$ cat config.mk
export PLATFORM = sky130hd
export DESIGN_NAME = output_port_allocator
export DESIGN_NICKNAME = d
export VERILOG_FILES = /design/src/rtl/output_port_allocator.sv
export SDC_FILE = /design/constraint.sdc
export NUM_CORES = 1
export LEC_CHECK = 0
export CAP_MARGIN = 0
export CELL_PAD_IN_SITES_DETAIL_PLACEMENT = 1
export CELL_PAD_IN_SITES_GLOBAL_PLACEMENT = 2
export CORE_MARGIN = 1
export CORE_UTILIZATION = 30
export CTS_CLUSTER_SIZE = 28
export DETAILED_ROUTE_END_ITERATION = 8
export PLACE_DENSITY_LB_ADDON = 0.15
export SLEW_MARGIN = 20
export SYNTH_ARGS = -nofsm -noshare
export SYNTH_HDL_FRONTEND = slang
export SYNTH_SLANG_ARGS = --single-unit
$ cat constraint.sdc
create_clock -name clk -period 4.05 [get_ports clk]
set_input_delay 0.405 -clock clk [delete_from_list [all_inputs] [get_ports clk]]
set_output_delay 0.405 -clock clk [all_outputs]
set_load 0.02 [all_outputs]
$ cat src/rtl/output_port_allocator.sv
// output_port_allocator: round-robin wormhole output allocator with downstream credit tracking.
// Optional packet counter enabled by defining OUTPUT_PORT_ALLOC_PKT_CNT_EN.
module output_port_allocator #(
    parameter logic [2:0]  PORT_ADDR = 3'd1,
    parameter logic [4:0]  REQ_MASK  = 5'b11101,
    parameter int unsigned CREDITS   = 4
) (
    input  logic        clk,
    input  logic        reset,
    input  logic [4:0]  flit_valid_i,
    input  logic [14:0] nexthop_addr_i,
    input  logic [4:0]  tail_i,
    input  logic        credit_return_i,
`ifdef OUTPUT_PORT_ALLOC_PKT_CNT_EN
    input  logic        pkt_cnt_clr_i,
    output logic [15:0] pkt_cnt_o,
`endif
    output logic [4:0]  grant_o,
    output logic [2:0]  mux_sel_o,
    output logic [4:0]  flit_ack_o,
    output logic        out_valid_o,
    output logic        busy_o,
    output logic [3:0]  credit_cnt_o,
    output logic        credit_err_o
);
    localparam logic [3:0] CRED_MAX = 4'(CREDITS);

    typedef enum logic {IDLE, LOCKED} state_t;

    state_t      state_q, state_d;
    logic [4:0]  grant_q, grant_d;
    logic [2:0]  mux_sel_q, mux_sel_d;
    logic [2:0]  rr_ptr_q, rr_ptr_d;
    logic [3:0]  credit_cnt_q, credit_cnt_d;
    logic        credit_err_q, credit_err_d;
    logic [4:0]  req;
    logic [2:0]  win;
    logic [2:0]  idx;
    logic [3:0]  sum;
    logic        fire;
    logic        tail_fire;

    // Per-input requests and the round-robin winner (descending scan so the first hit from rr_ptr wins)
    always_comb begin
        req = '0;
        win = '0;
        idx = '0;
        sum = '0;
        for (int k = 0; k < 5; k++)
            req[k] = flit_valid_i[k] & (nexthop_addr_i[3*k +: 3] == PORT_ADDR) & REQ_MASK[k];
        for (int i = 4; i >= 0; i--) begin
            sum = {1'b0, rr_ptr_q} + 4'(i);
            idx = (sum >= 4'd5) ? 3'(sum - 4'd5) : sum[2:0];
            if (req[idx]) win = idx;
        end
    end

    // Next-state logic for arbitration, packet lock and credit accounting
    always_comb begin
        fire         = (state_q == LOCKED) & flit_valid_i[mux_sel_q] & (credit_cnt_q != 4'd0);
        tail_fire    = fire & tail_i[mux_sel_q];
        state_d      = state_q;
        grant_d      = grant_q;
        mux_sel_d    = mux_sel_q;
        rr_ptr_d     = rr_ptr_q;
        credit_cnt_d = credit_cnt_q;
        credit_err_d = credit_err_q;
        if (state_q == IDLE && |req) begin
            state_d   = LOCKED;
            grant_d   = 5'b00001 << win;
            mux_sel_d = win;
        end
        if (tail_fire) begin
            state_d   = IDLE;
            grant_d   = '0;
            mux_sel_d = '0;
            rr_ptr_d  = (mux_sel_q == 3'd4) ? 3'd0 : mux_sel_q + 3'd1;
        end
        if (credit_return_i && !fire) begin
            if (credit_cnt_q == CRED_MAX) credit_err_d = 1'b1;
            else credit_cnt_d = credit_cnt_q + 4'd1;
        end else if (fire && !credit_return_i) begin
            credit_cnt_d = credit_cnt_q - 4'd1;
        end
    end

    // State and credit registers
    always_ff @(posedge clk or posedge reset) begin
        if (reset) begin
            state_q      <= IDLE;
            grant_q      <= '0;
            mux_sel_q    <= '0;
            rr_ptr_q     <= '0;
            credit_cnt_q <= CRED_MAX;
            credit_err_q <= 1'b0;
        end else begin
            state_q      <= state_d;
            grant_q      <= grant_d;
            mux_sel_q    <= mux_sel_d;
            rr_ptr_q     <= rr_ptr_d;
            credit_cnt_q <= credit_cnt_d;
            credit_err_q <= credit_err_d;
        end
    end

`ifdef OUTPUT_PORT_ALLOC_PKT_CNT_EN
    logic [15:0] pkt_cnt_q, pkt_cnt_d;

    // Completed-packet counter; clear wins over increment
    always_comb begin
        pkt_cnt_d = pkt_cnt_clr_i ? 16'd0 : (tail_fire ? pkt_cnt_q + 16'd1 : pkt_cnt_q);
    end

    // Packet counter register
    always_ff @(posedge clk or posedge reset) begin
        if (reset) pkt_cnt_q <= '0;
        else pkt_cnt_q <= pkt_cnt_d;
    end

    assign pkt_cnt_o = pkt_cnt_q;
`endif

    assign grant_o      = grant_q;
    assign mux_sel_o    = mux_sel_q;
    assign busy_o       = (state_q == LOCKED);
    assign out_valid_o  = fire;
    assign flit_ack_o   = grant_q & {5{fire}};
    assign credit_cnt_o = credit_cnt_q;
    assign credit_err_o = credit_err_q;
endmodule

### Word-level counts from Yosys, hierarchy flattened

Cells that the tools add are included.

| storage, ports and cells | value |
|---|---|
| bits in registers | 17 |
| input port bits | 28 |
| output and inout bits | 20 |

| cells by class | value |
|---|---|
| add/subtract/negate cells | 12 |
| magnitude comparators | 11 |
| equal/unequal tests | 7 |
| shift-type cells | 1 |
| multiplexer cells | 34 |
| bitwise gates (word level) | 9 |
| reductions and logical operators | 11 |

Operators with widths:

| operator | count |
|---|---|
| two-way mux 3 bit | 13 |
| < comparator 3 x 4 -> 1 bit (second input constant) | 6 |
| binary-select mux 1 bit (select 3 bit) | 7 |
| greater-or-equal comparator 4 x 3 -> 1 bit (second input constant) | 4 |
| subtractor 3 bit (second input constant) | 5 |
| equality test 3 x 1 -> 1 bit (second input constant) | 4 |
| two-way mux 4 bit | 3 |
| two-way mux 5 bit | 2 |
| two-way mux 1 bit | 9 |
| adder 3 x 2 -> 4 bit (second input constant) | 2 |
| bitwise AND 1 bit | 7 |
| bitwise AND 5 bit | 1 |
| left shift 1 x 3 -> 5 bit (first input constant) | 1 |
| adder 3 x 1 -> 4 bit (second input constant) | 1 |
| adder 3 x 3 -> 4 bit (second input constant) | 1 |
| adder 4 x 1 -> 4 bit (second input constant) | 1 |
| equality test 4 x 3 -> 1 bit (second input constant) | 1 |
| AND reduction 2 bit | 2 |
| nonzero test 2 bit | 2 |
| nonzero test 4 bit | 1 |
| OR reduction 4 bit | 1 |
| subtractor 4 x 1 -> 4 bit (second input constant) | 1 |
| adder 3 x 1 -> 3 bit (second input constant) | 1 |
| equality test 3 bit (second input constant) | 1 |
| 5 further kinds | 8 |

### Longest topological paths before layout

Gate-level depths: netlist of the first run.

| depth | value |
|---|---|
| word-level depth | 13 |
| mapped depth | 13 |
| mapped depth without buffers | 12 |

### Worst setup path before layout of the first run

OpenSTA, ideal clock, no wires.

| timing | value |
|---|---|
| path type | register to register |
| start | reg rr_ptr_q[1] |
| end | reg grant_q[0], in the netlist grant_o[0] |
| library setup time | 0.122 ns |
| arrival time | 2.804 ns |
| data required time | 3.928 ns |
| slack | 1.125 ns |
| stages on the path, launching flop included | 12 |
| path buffers | 1 |
| period minus slack after synthesis | 2.925 ns |
| path through | dfrtp_1 inv_1 ha_1 ha_1 clkbuf_1 a21oi_1 mux2i_1 a31oi_1 a211o_1 a211oi_1 o31ai_1 a32o_1 |

| between the ends | value |
|---|---|
| cells in the longest elaborated chain, start to end | 13 |
| elaborated cells on any way between the ends | 37 |
| those cells by class | 9 x add/sub; 5 x order compare; 1 x shift; 22 x mux |

RTL lines:

| item | RTL line | source |
|---|---|---|
| start: declaration | 33 | `logic [2:0] rr_ptr_q, rr_ptr_d;` |
| start signal: assignment | 100 | `rr_ptr_q <= rr_ptr_d;` |
| adder 3 x 3 -> 4 bit | 52 | `sum = {1'b0, rr_ptr_q} + 4'(i);` |
| greater-or-equal comparator 4 x 3 -> 1 bit / subtractor 3 bit (equally long branches) | 53 | `idx = (sum >= 4'd5) ? 3'(sum - 4'd5) : sum[2:0];` |
| two-way mux 3 bit | 53 |  |
| binary-select mux 1 bit (select 3 bit) | 54 | `if (req[idx]) win = idx;` |
| two-way mux 1 bit (implied by the code) | 54 |  |
| two-way mux 3 bit (4 in a row) | 54 |  |
| two-way mux 3 bit (*) | 54 |  |
| left shift 1 x 3 -> 5 bit (*) | 70 | `grant_d = 5'b00001 << win;` |
| two-way mux 5 bit (*) | 68 | `if (state_q == IDLE && \|req) begin` |
| two-way mux 5 bit (*) | 73 | `if (tail_fire) begin` |
| end signal: assignment | 98 | `grant_q <= grant_d;` |
| end: declaration | 31 | `logic [4:0] grant_q, grant_d;` |

Mark *: on every way between the ends. The rest lies on a longest branch, timed or not. The select of a mux whose other input is x is not followed.
A chain may end at the register's enable or synchronous reset.

### Worst setup path in the final report of the first run

| timing | value |
|---|---|
| start | reg rr_ptr_q[2] |
| end | reg grant_q[0], in the netlist grant_o[0] |

Same word-level chain as after synthesis.

==> metrics.md, run 1 <==
| Metric | Value |
|---|---|
| Total grt overflow | 0 |
| Clock Path Buffers | 2 |
| Area enclosed by the die boundary | 0.00699 sq mm |
| Reg2Reg Setup Slack | 0.66 ns |
| I/O Buffers | 44 |
| Dpl cell area | 0.00253 sq mm |
| Final period demand of the worst path | 3.39 ns |
| Number of vias after detailed routing | 1902 |
| Final Non-Filler Cells | 350 |
| Starting density of the core | 0.313 |
| Worst relative slew slack | 0.508 |
| Ys async rst share | 1.00 |
| # clock sinks | 17 |
| Total power of the final layout | 0.00251 W |
| Commonest cells after routing, fill and taps aside | sky130_fd_sc_hd__clkdlybuf4s50_1 (44), sky130_fd_sc_hd__nor2_1 (17), sky130_fd_sc_hd__dfrtp_1 (16) |
| Run status | completed |
| Detailed router's first-iteration violation count | 106 |
| Ports | 48 |
| Cell count after placement | 346 |
| Number of routed nets with antenna violations | 0 |
| Cell variety after synth | 61 |
| Cell Rows | 29 |
| Leakage power | 1.05 nW |
| Cell types with the largest area share after synthesis | sky130_fd_sc_hd__dfrtp_1 (20%), sky130_fd_sc_hd__ha_1 (8.1%), sky130_fd_sc_hd__mux2i_1 (4.5%) |
| Hold Crit Class | flop to flop |
| Most frequent standard cell in the layout excluding fill and tap cells | sky130_fd_sc_hd__clkdlybuf4s50_1 |
| Number of enable flip-flop cells after synthesis | 0 |
| Pin count of the biggest net entering global routing | 18 |
| Total Wirelength | 6190 um |
| Number of antenna violations at the first check in global routing | 0 |
| Seq cells post-synth | 17 |
| Post-synth top area cell | sky130_fd_sc_hd__dfrtp_1 |
| Layout cells sized above 1 | 0.114 |
| Antenna diode count | 0 |
| Post-synth design cell area | 0.00200 sq mm |
| Number of CTS-inserted buffers | 3 |
| Logic depth of the worst register-to-register path | 9 |
| Post-Synthesis Net Count | 270 |
| Synthesized instance count | 227 |
| Avg WL per Cell | 17.7 um |
| Height of the chip | 83.6 um |
| Slew Limit Fails | 0 |
| Net count, final | 317 |
| Worst Hold End | credit_err_o |
| Vias per Instance | 5.43 |
| Total Negative Setup Slacks | 0 ns |
| Hold path cells | 1 |
| Actual slew at the worst max-slew pin | 0.728 ns |
| F_max | 295 MHz |
| Clock tree from TritonCTS | yes |
| Power density cells | 975 mW/mm^2 |
| Syn-to-layout area delta | 29.0% |
| Mean instance size in the synthesized netlist | 8.81 sq um |
| Post-route cell area | 0.00258 sq mm |
| Core area | 0.00639 sq mm |
| Buffer count from post-CTS setup fixing | 0 |
| Final Hold Viols | 0 |
| Worst IR drop on VDD | 0.000339 V |
| Crit path max fanout | 12 |
| # H-tree levels | 1 |
| Final weighted congestion of routability-driven global placement | 0.764 |
| TritonRoute pass-1 iters | 4 |
| Global-route total usage across every layer | 0.184 |
| Register area share after synthesis | 0.213 |
| Required time of the critical path | 4.25 ns |
| DP HPWL | 4920 um |
| Number of global-route vias before repair | 1990 |
| Clock tree skew after final layout | 0.00664 ns |
| Unrepaired setup endpoints after global routing | false |
| Worst-skew pair later-pin latency | 0.26 ns |
| Crit path kind | flop to flop |
| First-pass GRT wire length | 10400 um |
| Arrival time at the worst endpoint | 3.59 ns |
| FF-to-FF Start | rr_ptr_q[2] |
| Reg-to-reg endpoint | grant_o[0] |
| # hold bufs at CTS | 0 |
| Worst Setup Start Kind | flop |
| Startpoint of the tightest hold check path | credit_err_o |
| Category of the worst setup path capture point | flop |
| Worst Hold Slack | 0.479 ns |
| Remaining DRCs | 0 |
| CTS-repair resized insts | 0 |
| Clock Pin Slew Worst Setup and Hold Paths | 0.07 ns |
| Yosys warning count | 0 |
| Clock root buffer | sky130_fd_sc_hd__clkbuf_8 |
| Horizontal extent of the die | 83.6 um |
| Part of the cycle the worst path needs | 0.838 |
| Dominant register cell in the synthesized netlist | sky130_fd_sc_hd__dfrtp_1 |
| Number of setup violations in the final report | 0 |
| Top-area cell type share of the netlist area | 0.200 |
| Max cap viols | 0 |
-- critical path, stage by stage (launching register included) --
cell and delay, ns:
sky130_fd_sc_hd__dfrtp_1 0.68, sky130_fd_sc_hd__ha_1 0.37, sky130_fd_sc_hd__nand2b_1 0.21, sky130_fd_sc_hd__a211oi_1 0.34
sky130_fd_sc_hd__nor2_1 0.11, sky130_fd_sc_hd__o311ai_0 0.60, sky130_fd_sc_hd__a21oi_1 0.14, sky130_fd_sc_hd__o211a_1 0.20
sky130_fd_sc_hd__o41ai_2 0.44, sky130_fd_sc_hd__a32o_1 0.25
-- flip-flops by register name, indices dropped and copies added, names as in the netlist --
name          count
mux_sel_o         3
rr_ptr_q          3
credit_cnt_o      4
grant_o           5
busy_o            1
credit_err_o      1
-- per-stage QoR --
step           setup slack [ns]   util
4_1_cts                   0.695  0.404
6_report                  0.656  0.404
3_5_place_dp              0.717  0.397
3_3_place_gp              0.681  0.397
2_1_floorplan              1.12      -
5_1_grt                   0.405  0.404
-- how the worst max path moves through the flow --
| stage | startpoint | endpoint | cells past startpoint |
|---|---|---|---|
| final | rr_ptr_q[2] | grant_o[0] | 9 |
| after detailed placement | flit_valid_i[3] | credit_cnt_o[3] | 12 |
| after floorplan | rr_ptr_q[1] | grant_o[0] | 11 |
| after global routing | rr_ptr_q[0] | grant_o[0] | 12 |
| after global placement | rr_ptr_q[0] | grant_o[0] | 12 |
| after CTS | rr_ptr_q[2] | grant_o[0] | 9 |
-- where the power goes --
group	internal [W]	switching, W	total [W]
combinational	0.000872	0.00115	0.00202
clock	0.0000684	0.0000621	0.000130
sequential	0.000244	0.000115	0.000359
total	0.00118	0.00133	0.00251
-- logic make-up after synthesis --
logic type / synth area share
AND/OR/NAND/NOR: 0.252
AO/OA/AOI/OAI: 0.248
buffers and inverters: 0.0544
XOR/XNOR: 0.0350
adder cells (fa/ha/maj): 0.101
flip-flops: 0.213
multiplexers: 0.0957
-- cell usage after synthesis, types with 2 or more instances --
| library cell | number |
|---|---|
| sky130_fd_sc_hd__nor2_1 | 17 |
| sky130_fd_sc_hd__dfrtp_1 | 16 |
| sky130_fd_sc_hd__a21oi_1 | 15 |
| sky130_fd_sc_hd__nand2_1 | 14 |
| sky130_fd_sc_hd__ha_1 | 13 |
| sky130_fd_sc_hd__inv_1 | 12 |
| sky130_fd_sc_hd__nand2b_1 | 12 |
| sky130_fd_sc_hd__mux2i_1 | 9 |
| sky130_fd_sc_hd__nor3_1 | 8 |
| sky130_fd_sc_hd__o21ai_0 | 8 |
| sky130_fd_sc_hd__a21o_1 | 7 |
| sky130_fd_sc_hd__and2_1 | 7 |
| sky130_fd_sc_hd__xnor2_1 | 7 |
| sky130_fd_sc_hd__nor2b_1 | 4 |
| sky130_fd_sc_hd__o211ai_1 | 4 |
| sky130_fd_sc_hd__a211oi_1 | 3 |
| sky130_fd_sc_hd__a31oi_1 | 3 |
| sky130_fd_sc_hd__buf_2 | 3 |
| sky130_fd_sc_hd__clkbuf_1 | 3 |
| sky130_fd_sc_hd__mux2_2 | 3 |
| sky130_fd_sc_hd__mux4_2 | 3 |
| sky130_fd_sc_hd__nand3_1 | 3 |
| sky130_fd_sc_hd__nor4_1 | 3 |
| sky130_fd_sc_hd__nor4bb_1 | 3 |
| sky130_fd_sc_hd__or4bb_1 | 3 |
| sky130_fd_sc_hd__a211o_1 | 2 |
| sky130_fd_sc_hd__buf_6 | 2 |
| sky130_fd_sc_hd__fa_1 | 2 |
| sky130_fd_sc_hd__inv_2 | 2 |
| sky130_fd_sc_hd__nand3b_1 | 2 |
| sky130_fd_sc_hd__o21a_1 | 2 |
| sky130_fd_sc_hd__o221ai_1 | 2 |
| sky130_fd_sc_hd__o31ai_1 | 2 |
-- cell type report --
class	count	area [sq um]
multi-input cells	187	1460
well taps	77	96.3
repair buffers	51	493
inverters	14	52.6
fillers	752	3810
flip-flops and latches	17	427
clock buffers	3	41.3
clock inverters	1	5.00
-- metal layers --
layer  global-route usage  routed length (um)
met1                0.259                3070
met2                0.305                2870
met3               0.0277                 200
met4               0.0277                  53
met5                    0                   0
Note: power is estimated with default switching activity, not from simulation.
==> run 2: changes to the inputs <==
--- a/config.mk
+++ b/config.mk
@@ -9,7 +9,7 @@
 export CELL_PAD_IN_SITES_DETAIL_PLACEMENT = 1
 export CELL_PAD_IN_SITES_GLOBAL_PLACEMENT = 2
 export CORE_MARGIN = 1
-export CORE_UTILIZATION = 30
+export CORE_UTILIZATION = 27
 export CTS_CLUSTER_SIZE = 28
 export DETAILED_ROUTE_END_ITERATION = 8
 export PLACE_DENSITY_LB_ADDON = 0.15
==> constraint.sdc (replaced) <==
create_clock -name clk -period 2.97 [get_ports clk]
set_input_delay 0.297 -clock clk [delete_from_list [all_inputs] [get_ports clk]]
set_output_delay 0.297 -clock clk [all_outputs]
set_load 0.02 [all_outputs]
==> run 2 against run 1 <==
Routed wire length is 8.2% higher. Total power is 72% higher. Via count is 7.4% higher. Combinational power is 81% higher. Maximum frequency is 19% higher.
==> metrics.md, run 2 (synthesis gave the netlist of run 1 again) <==
| Metric | Value |
|---|---|
| Leakage power | 1.25 nW (+19%) |
| Worst-skew pair later-pin latency | 0.26 ns (about the same) |
| Horizontal extent of the die | 88.1 um (+5.3%) |
| Clock network fraction of design power | 0.042 (-0.010) |
| Run status | completed |
| Category of the worst setup path capture point | flop |
| Smallest setup slack after layout | 0.120 ns (-0.536 ns) |
| # clock sinks | 17 (unchanged) |
| Slew Limit Fails | 0 (unchanged) |
| Antenna diode count | 0 (unchanged) |
| Worst IR drop on VDD | 0.000406 V (+20%) |
| Share of the core filled with cells | 0.422 (+0.0187) |
| Number of setup violations in the final report | 0 (unchanged) |
| Commonest cells after routing, fill and taps aside | sky130_fd_sc_hd__clkdlybuf4s50_1 (44), sky130_fd_sc_hd__buf_4 (43), sky130_fd_sc_hd__nor2_1 (16) |
| Layout cells sized above 1 | 0.313 (+0.199) |
| Max cap viols | 0 (unchanged) |
| Net count, final | 354 (+12%) |
| Clock tree skew after final layout | 0.0159 ns (+0.00925 ns) |
| Total Wirelength | 6700 um (+8.2%) |
| Number of antenna violations at the first check in global routing | 0 (unchanged) |
| Clock Pin Slew Worst Setup and Hold Paths | 0.08 ns (about the same) |
| Ports | 48 (unchanged) |
| Power density cells | 1420 mW/mm^2 (+45%) |
| Arrival time at the worst endpoint | 3.05 ns (-0.54 ns) |
| Switch share | 0.492 (-0.0366) |
| Avg WL per Cell | 16.4 um (-7.4%) |
| I/O Buffers | 44 (unchanged) |
| DP HPWL | 5280 um (+7.3%) |
| Starting density of the core | 0.277 (-0.0359) |
| Clock root buffer | sky130_fd_sc_hd__clkbuf_8 |
| Total power of the final layout | 0.00432 W (+72%) |
| Worst setup slack before clock tree synthesis | -0.0422 ns (-0.759 ns) |
| Final period demand of the worst path | 2.85 ns (-0.544 ns) |
| Detailed router's first-iteration violation count | 41 (-61%) |
| Worst relative slew slack | 0.505 (-0.00302) |
| Area enclosed by the die boundary | 0.00775 sq mm (+11%) |
| Pin count of the biggest net entering global routing | 18 (unchanged) |
| Number of global-route vias before repair | 2011 (+1.1%) |
| Core area | 0.00721 sq mm (+13%) |
| Part of the cycle the worst path needs | 0.960 (+0.121) |
| Syn-to-layout area delta | 52.4% |
| # hold bufs at CTS | 0 (unchanged) |
| Required time of the critical path | 3.17 ns (-1.08 ns) |
| Cell Rows | 31 (+6.9%) |
| Worst Setup Start Kind | flop |
| Height of the chip | 88.1 um (+5.3%) |
| Crit path max fanout | 5 (-7) |
| Cell count after placement | 392 (+13%) |
| Actual slew at the worst max-slew pin | 0.741 ns (+0.0136 ns) |
| Remaining DRCs | 0 (unchanged) |
| Number of routed nets with antenna violations | 0 (unchanged) |
| First-pass GRT wire length | 10300 um (-0.86%) |
| Vias per Instance | 5.00 (-8.1%) |
| Total grt overflow | 0 (unchanged) |
| Switching pwr | 0.00213 W (+60%) |
| TritonRoute pass-1 iters | 4 (unchanged) |
| Internal power | 0.00219 W (+85%) |
| Number of vias after detailed routing | 2043 (+7.4%) |
| # H-tree levels | 1 (unchanged) |
| Crit path kind | flop to flop |
| F_max | 351 MHz (+19%) |
| Final weighted congestion of routability-driven global placement | 0.793 (+3.7%) |
| Gate power share | 0.847 (+0.042) |
| Global-route total usage across every layer | 0.173 (-0.0111) |
| Sequential cell fraction of total power | 0.111 (-0.032) |
| Total Negative Setup Slacks | 0 ns (unchanged) |
| Clock tree from TritonCTS | yes |
| Final Non-Filler Cells | 409 (+17%) |
| Final Hold Viols | 0 (unchanged) |
| Number of CTS-inserted buffers | 3 (unchanged) |
| Filler cells | 860 (+14%) |
| Hold Crit Class | input port to async pin |
| Clock Path Buffers | 2 (unchanged) |
| Most frequent standard cell in the layout excluding fill and tap cells | sky130_fd_sc_hd__clkdlybuf4s50_1 |
| Flip-flop count of the largest register, all copies and words added | 5 (unchanged) |
[run 2: cell type report]
type,count,area [sq um],area share
flip-flops and latches,17,428,0.140
repair buffers,88,774,0.254
multi-input cells,187,1620,0.532
inverters,14,52.6,0.0172
clock buffers,3,41.3,0.0135
well taps,99,124,0.0406
clock inverters,1,5.00,0.00164
[run 2: per-layer routing]
layer	GRT usage	vias up	wire (um)
met5	0	-	0
met4	0.0323	0	55
met3	0.0198	4	156
met2	0.300	24	3390
met1	0.234	1008	3100
li1	-	1007	-
[run 2: path summary, 6_finish.rpt]
path / startpoint / endpoint / slack [ns] / depth (start not counted)
worst max register to register: rr_ptr_q[0] / grant_o[0] / 0.12 / 14
max in group asynchronous: reset / rr_ptr_q[2] / 1.99 / 2
worst max-delay path: rr_ptr_q[0] / grant_o[0] / 0.12 / 14
min in group clk: credit_err_o / credit_err_o / 0.49 / 1
worst min register to register: credit_err_o / credit_err_o / 0.49 / 1
worst min-delay path: reset / mux_sel_o[1] / 0.46 / 2
[run 2: power groups by stage]
stage	clock network, W	registers (W)	logic, W
finish	0.000183	0.000479	0.00366
global route	0.000197	0.000497	0.00398
CTS	0.000192	0.000479	0.00320
detailed placement	0	0.000481	0.00316
global placement	0	0.000475	0.00312
floorplan	0	0.000526	0.00198
[run 2: per-stage QoR]
| step | cell area (sq um) | hold WS, ns |
|---|---|---|
| global placement | 2740 | 0.464 |
| detailed placement | 2740 | 0.473 |
| finish | 3050 | 0.457 |
| global route | 3050 | 0.501 |
| CTS | 2800 | 0.476 |
| floorplan | 2000 | 0.222 |
[run 2: what timing repair did]
item | in CTS | in global routing
buffers inserted | 0 | 13
endpoints found under the hold margin | 0 | 0
gates cloned | 0 | 0
pin swaps | 0 | 17
gates resized for setup | 3 | 37
setup endpoints to repair | 2 | 7
[run 2: critical path: stages, from the launching register on]
cell                       delay [ns]
sky130_fd_sc_hd__dfrtp_1         0.40
sky130_fd_sc_hd__inv_2           0.11
sky130_fd_sc_hd__ha_4            0.14
sky130_fd_sc_hd__inv_2           0.04
sky130_fd_sc_hd__fa_2            0.43
sky130_fd_sc_hd__inv_2           0.09
sky130_fd_sc_hd__a21oi_2         0.06
sky130_fd_sc_hd__or2_1           0.26
sky130_fd_sc_hd__o311ai_1        0.27
sky130_fd_sc_hd__buf_4           0.18
sky130_fd_sc_hd__a21oi_4         0.03
sky130_fd_sc_hd__o211a_1         0.12
sky130_fd_sc_hd__o41ai_2         0.35
sky130_fd_sc_hd__buf_4           0.18
sky130_fd_sc_hd__a32o_1          0.15
==> run 3: changes to the inputs <==
--- a/config.mk
+++ b/config.mk
@@ -12,6 +12,7 @@
 export CORE_UTILIZATION = 27
 export CTS_CLUSTER_SIZE = 28
 export DETAILED_ROUTE_END_ITERATION = 8
+export GPL_TIMING_DRIVEN = 0
 export PLACE_DENSITY_LB_ADDON = 0.15
 export SLEW_MARGIN = 20
 export SYNTH_ARGS = -nofsm -noshare
==> run 3 against run 2 <==
The flow now finishes with violations (setup timing). Global-route usage up 0.44 points. Utilization up 1.5 points. Sequential cell count unchanged. Critical endpoint unchanged.
==> metrics.md, run 3 (synthesis gave the netlist of run 1 again) <==
| Metric | Value |
|---|---|
| Smallest setup slack after layout | -0.00634 ns (-0.126 ns) |
| DP HPWL | 5040 um (-4.5%) |
| Clock root buffer | sky130_fd_sc_hd__clkbuf_8 |
| Starting density of the core | 0.277 (unchanged) |
| Vias per Instance | 5.12 (+2.5%) |
| Cell Rows | 31 (unchanged) |
| Logic depth of the worst register-to-register path | 13 (-1) |
| # hold bufs at CTS | 0 (unchanged) |
| F_max | 336 MHz (-4.2%) |
| Run status | finished, violations left |
| # clock sinks | 17 (unchanged) |
| Core area | 0.00721 sq mm (unchanged) |
| Crit path kind | flop to flop |
| Pin count of the biggest net entering global routing | 18 (unchanged) |
| Antenna diode count | 0 (unchanged) |
| Ports | 48 (unchanged) |
| Actual slew at the worst max-slew pin | 0.741 ns (-0.0000860 ns) |
| Horizontal extent of the die | 88.1 um (unchanged) |
| Worst setup slack before clock tree synthesis | -0.685 ns (-0.642 ns) |
| Flip-flop count of the largest register, all copies and words added | 5 (unchanged) |
| First-pass GRT wire length | 10500 um (+1.9%) |
| Unrepaired setup endpoints after global routing | true |
| Category of the worst setup path capture point | flop |
| Avg WL per Cell | 17.4 um (+6.5%) |
| Remaining DRCs | 0 (unchanged) |
| Arrival time at the worst endpoint | 3.12 ns (+0.07 ns) |
| Crit path max fanout | 5 (unchanged) |
| FF-to-FF Start | rr_ptr_q[1] |
| Slew Limit Fails | 0 (unchanged) |
| Total Negative Setup Slacks | -0.00634 ns (-0.00634 ns) |
| Number of global-route vias before repair | 2045 (+1.7%) |
| Number of antenna violations at the first check in global routing | 0 (unchanged) |
| Max cap viols | 0 (unchanged) |
| Post-route cell area | 0.00316 sq mm (+3.5%) |
| Area enclosed by the die boundary | 0.00775 sq mm (unchanged) |
| Total Wirelength | 7010 um (+4.7%) |
| Number of CTS-inserted buffers | 3 (unchanged) |
| Layout cells sized above 1 | 0.350 (+0.0369) |
| Clock tree skew after final layout | 0.00503 ns (-0.0109 ns) |
| Number of routed nets with antenna violations | 0 (unchanged) |
| Violations in the final reports | setup timing |
| Final Hold Viols | 0 (unchanged) |
| Final period demand of the worst path | 2.98 ns (+0.126 ns) |
| Crit path to | grant_o[0] |
| Detailed router's first-iteration violation count | 59 (+44%) |
| Final weighted congestion of routability-driven global placement | 0.780 (-1.6%) |
| I/O Buffers | 44 (unchanged) |
| Global-route total usage across every layer | 0.178 (+0.00436) |
| Required time of the critical path | 3.11 ns (-0.06 ns) |
| Part of the cycle the worst path needs | 1.00 (+0.0426) |
| Number of setup violations in the final report | 1 (+1) |
| Reg-to-reg endpoint | grant_o[0] |
| Total grt overflow | 0 (unchanged) |
| Clock Path Buffers | 2 (unchanged) |
| Hold Crit Class | input port to async pin |
| Worst Hold Slack | 0.440 ns (-0.0169 ns) |
| Filler cells | 857 (-0.35%) |
| Worst Setup Start Kind | flop |
| Clock Pin Slew Worst Setup and Hold Paths | 0.07 ns (about the same) |
| Origin of the worst setup path | rr_ptr_q[1] |
| Worst relative slew slack | 0.499 (-0.00649) |
| Net count, final | 347 (-2.0%) |
| Commonest cells after routing, fill and taps aside | sky130_fd_sc_hd__clkdlybuf4s50_1 (44), sky130_fd_sc_hd__buf_4 (26), sky130_fd_sc_hd__nor2_1 (17) |
| Number of vias after detailed routing | 2059 (+0.78%) |
| Height of the chip | 88.1 um (unchanged) |
| TritonRoute pass-1 iters | 4 (unchanged) |
| Worst-skew pair later-pin latency | 0.25 ns (about the same) |
| # H-tree levels | 1 (unchanged) |
| Dpl cell area | 0.00257 sq mm (-6.2%) |
| Syn-to-layout area delta | 57.8% |
| Most frequent standard cell in the layout excluding fill and tap cells | sky130_fd_sc_hd__clkdlybuf4s50_1 |
| Reg2Reg Setup Slack | -0.006 ns (-0.13 ns) |
| Clock tree from TritonCTS | yes |
==> run 3: timing repair <==
action	in CTS	in global routing
endpoints found under the setup margin	8	8
pin swaps	16	15
gates resized for setup	41	30
gates cloned	0	0
setup buffers	20	11
==> run 3: per-layer routing <==
metal,global-route usage,routed length (um)
met3,0.0236,184
met1,0.236,3220
met2,0.319,3590
met4,0.0147,21
met5,0,0
==> run 3: stage by stage <==
stage,util,instances
floorplan,-,227
global placement,0.355,370
detailed placement,0.356,370
CTS,0.406,392
global route,0.437,402
finish,0.437,402
==> run 3: how the worst min path moves through the flow <==
stage | start | slack [ns] | end
detailed placement | credit_err_o | 0.46 | credit_err_o
global route | credit_err_o | 0.52 | credit_err_o
floorplan | reset | 0.22 | busy_o
CTS | reset | 0.47 | credit_cnt_o[3]
finish | reset | 0.44 | credit_cnt_o[3]
global placement | credit_err_o | 0.46 | credit_err_o
==> run 3: final cells by class <==
type,instances,area (sq um),area share
multi-input cells,187,1750,0.554
repair buffers,74,681,0.216
flip-flops and latches,17,430,0.136
well taps,99,124,0.0393
plain buffers,7,62.6,0.0198
inverters,14,62.6,0.0198
clock buffers,3,41.3,0.0131
clock inverters,1,7.51,0.00238
==> run 3: worst max-delay path, cell delays in order, from the launching register on <==
cell                       delay, ns
sky130_fd_sc_hd__dfrtp_2        0.43
sky130_fd_sc_hd__buf_6          0.13
sky130_fd_sc_hd__buf_4          0.13
sky130_fd_sc_hd__buf_4          0.16
sky130_fd_sc_hd__fa_2           0.57
sky130_fd_sc_hd__o21ai_1        0.12
sky130_fd_sc_hd__o211ai_1       0.12
sky130_fd_sc_hd__buf_4          0.16
sky130_fd_sc_hd__o311ai_4       0.10
sky130_fd_sc_hd__buf_4          0.15
sky130_fd_sc_hd__a211o_1        0.23
sky130_fd_sc_hd__a211oi_2       0.18
sky130_fd_sc_hd__o31ai_2        0.11
sky130_fd_sc_hd__a32o_1         0.27
Power of run 3 is left out: the tool's default activity adds up to more than one toggle a clock period on the data nets, which glitch-free logic cannot reach.
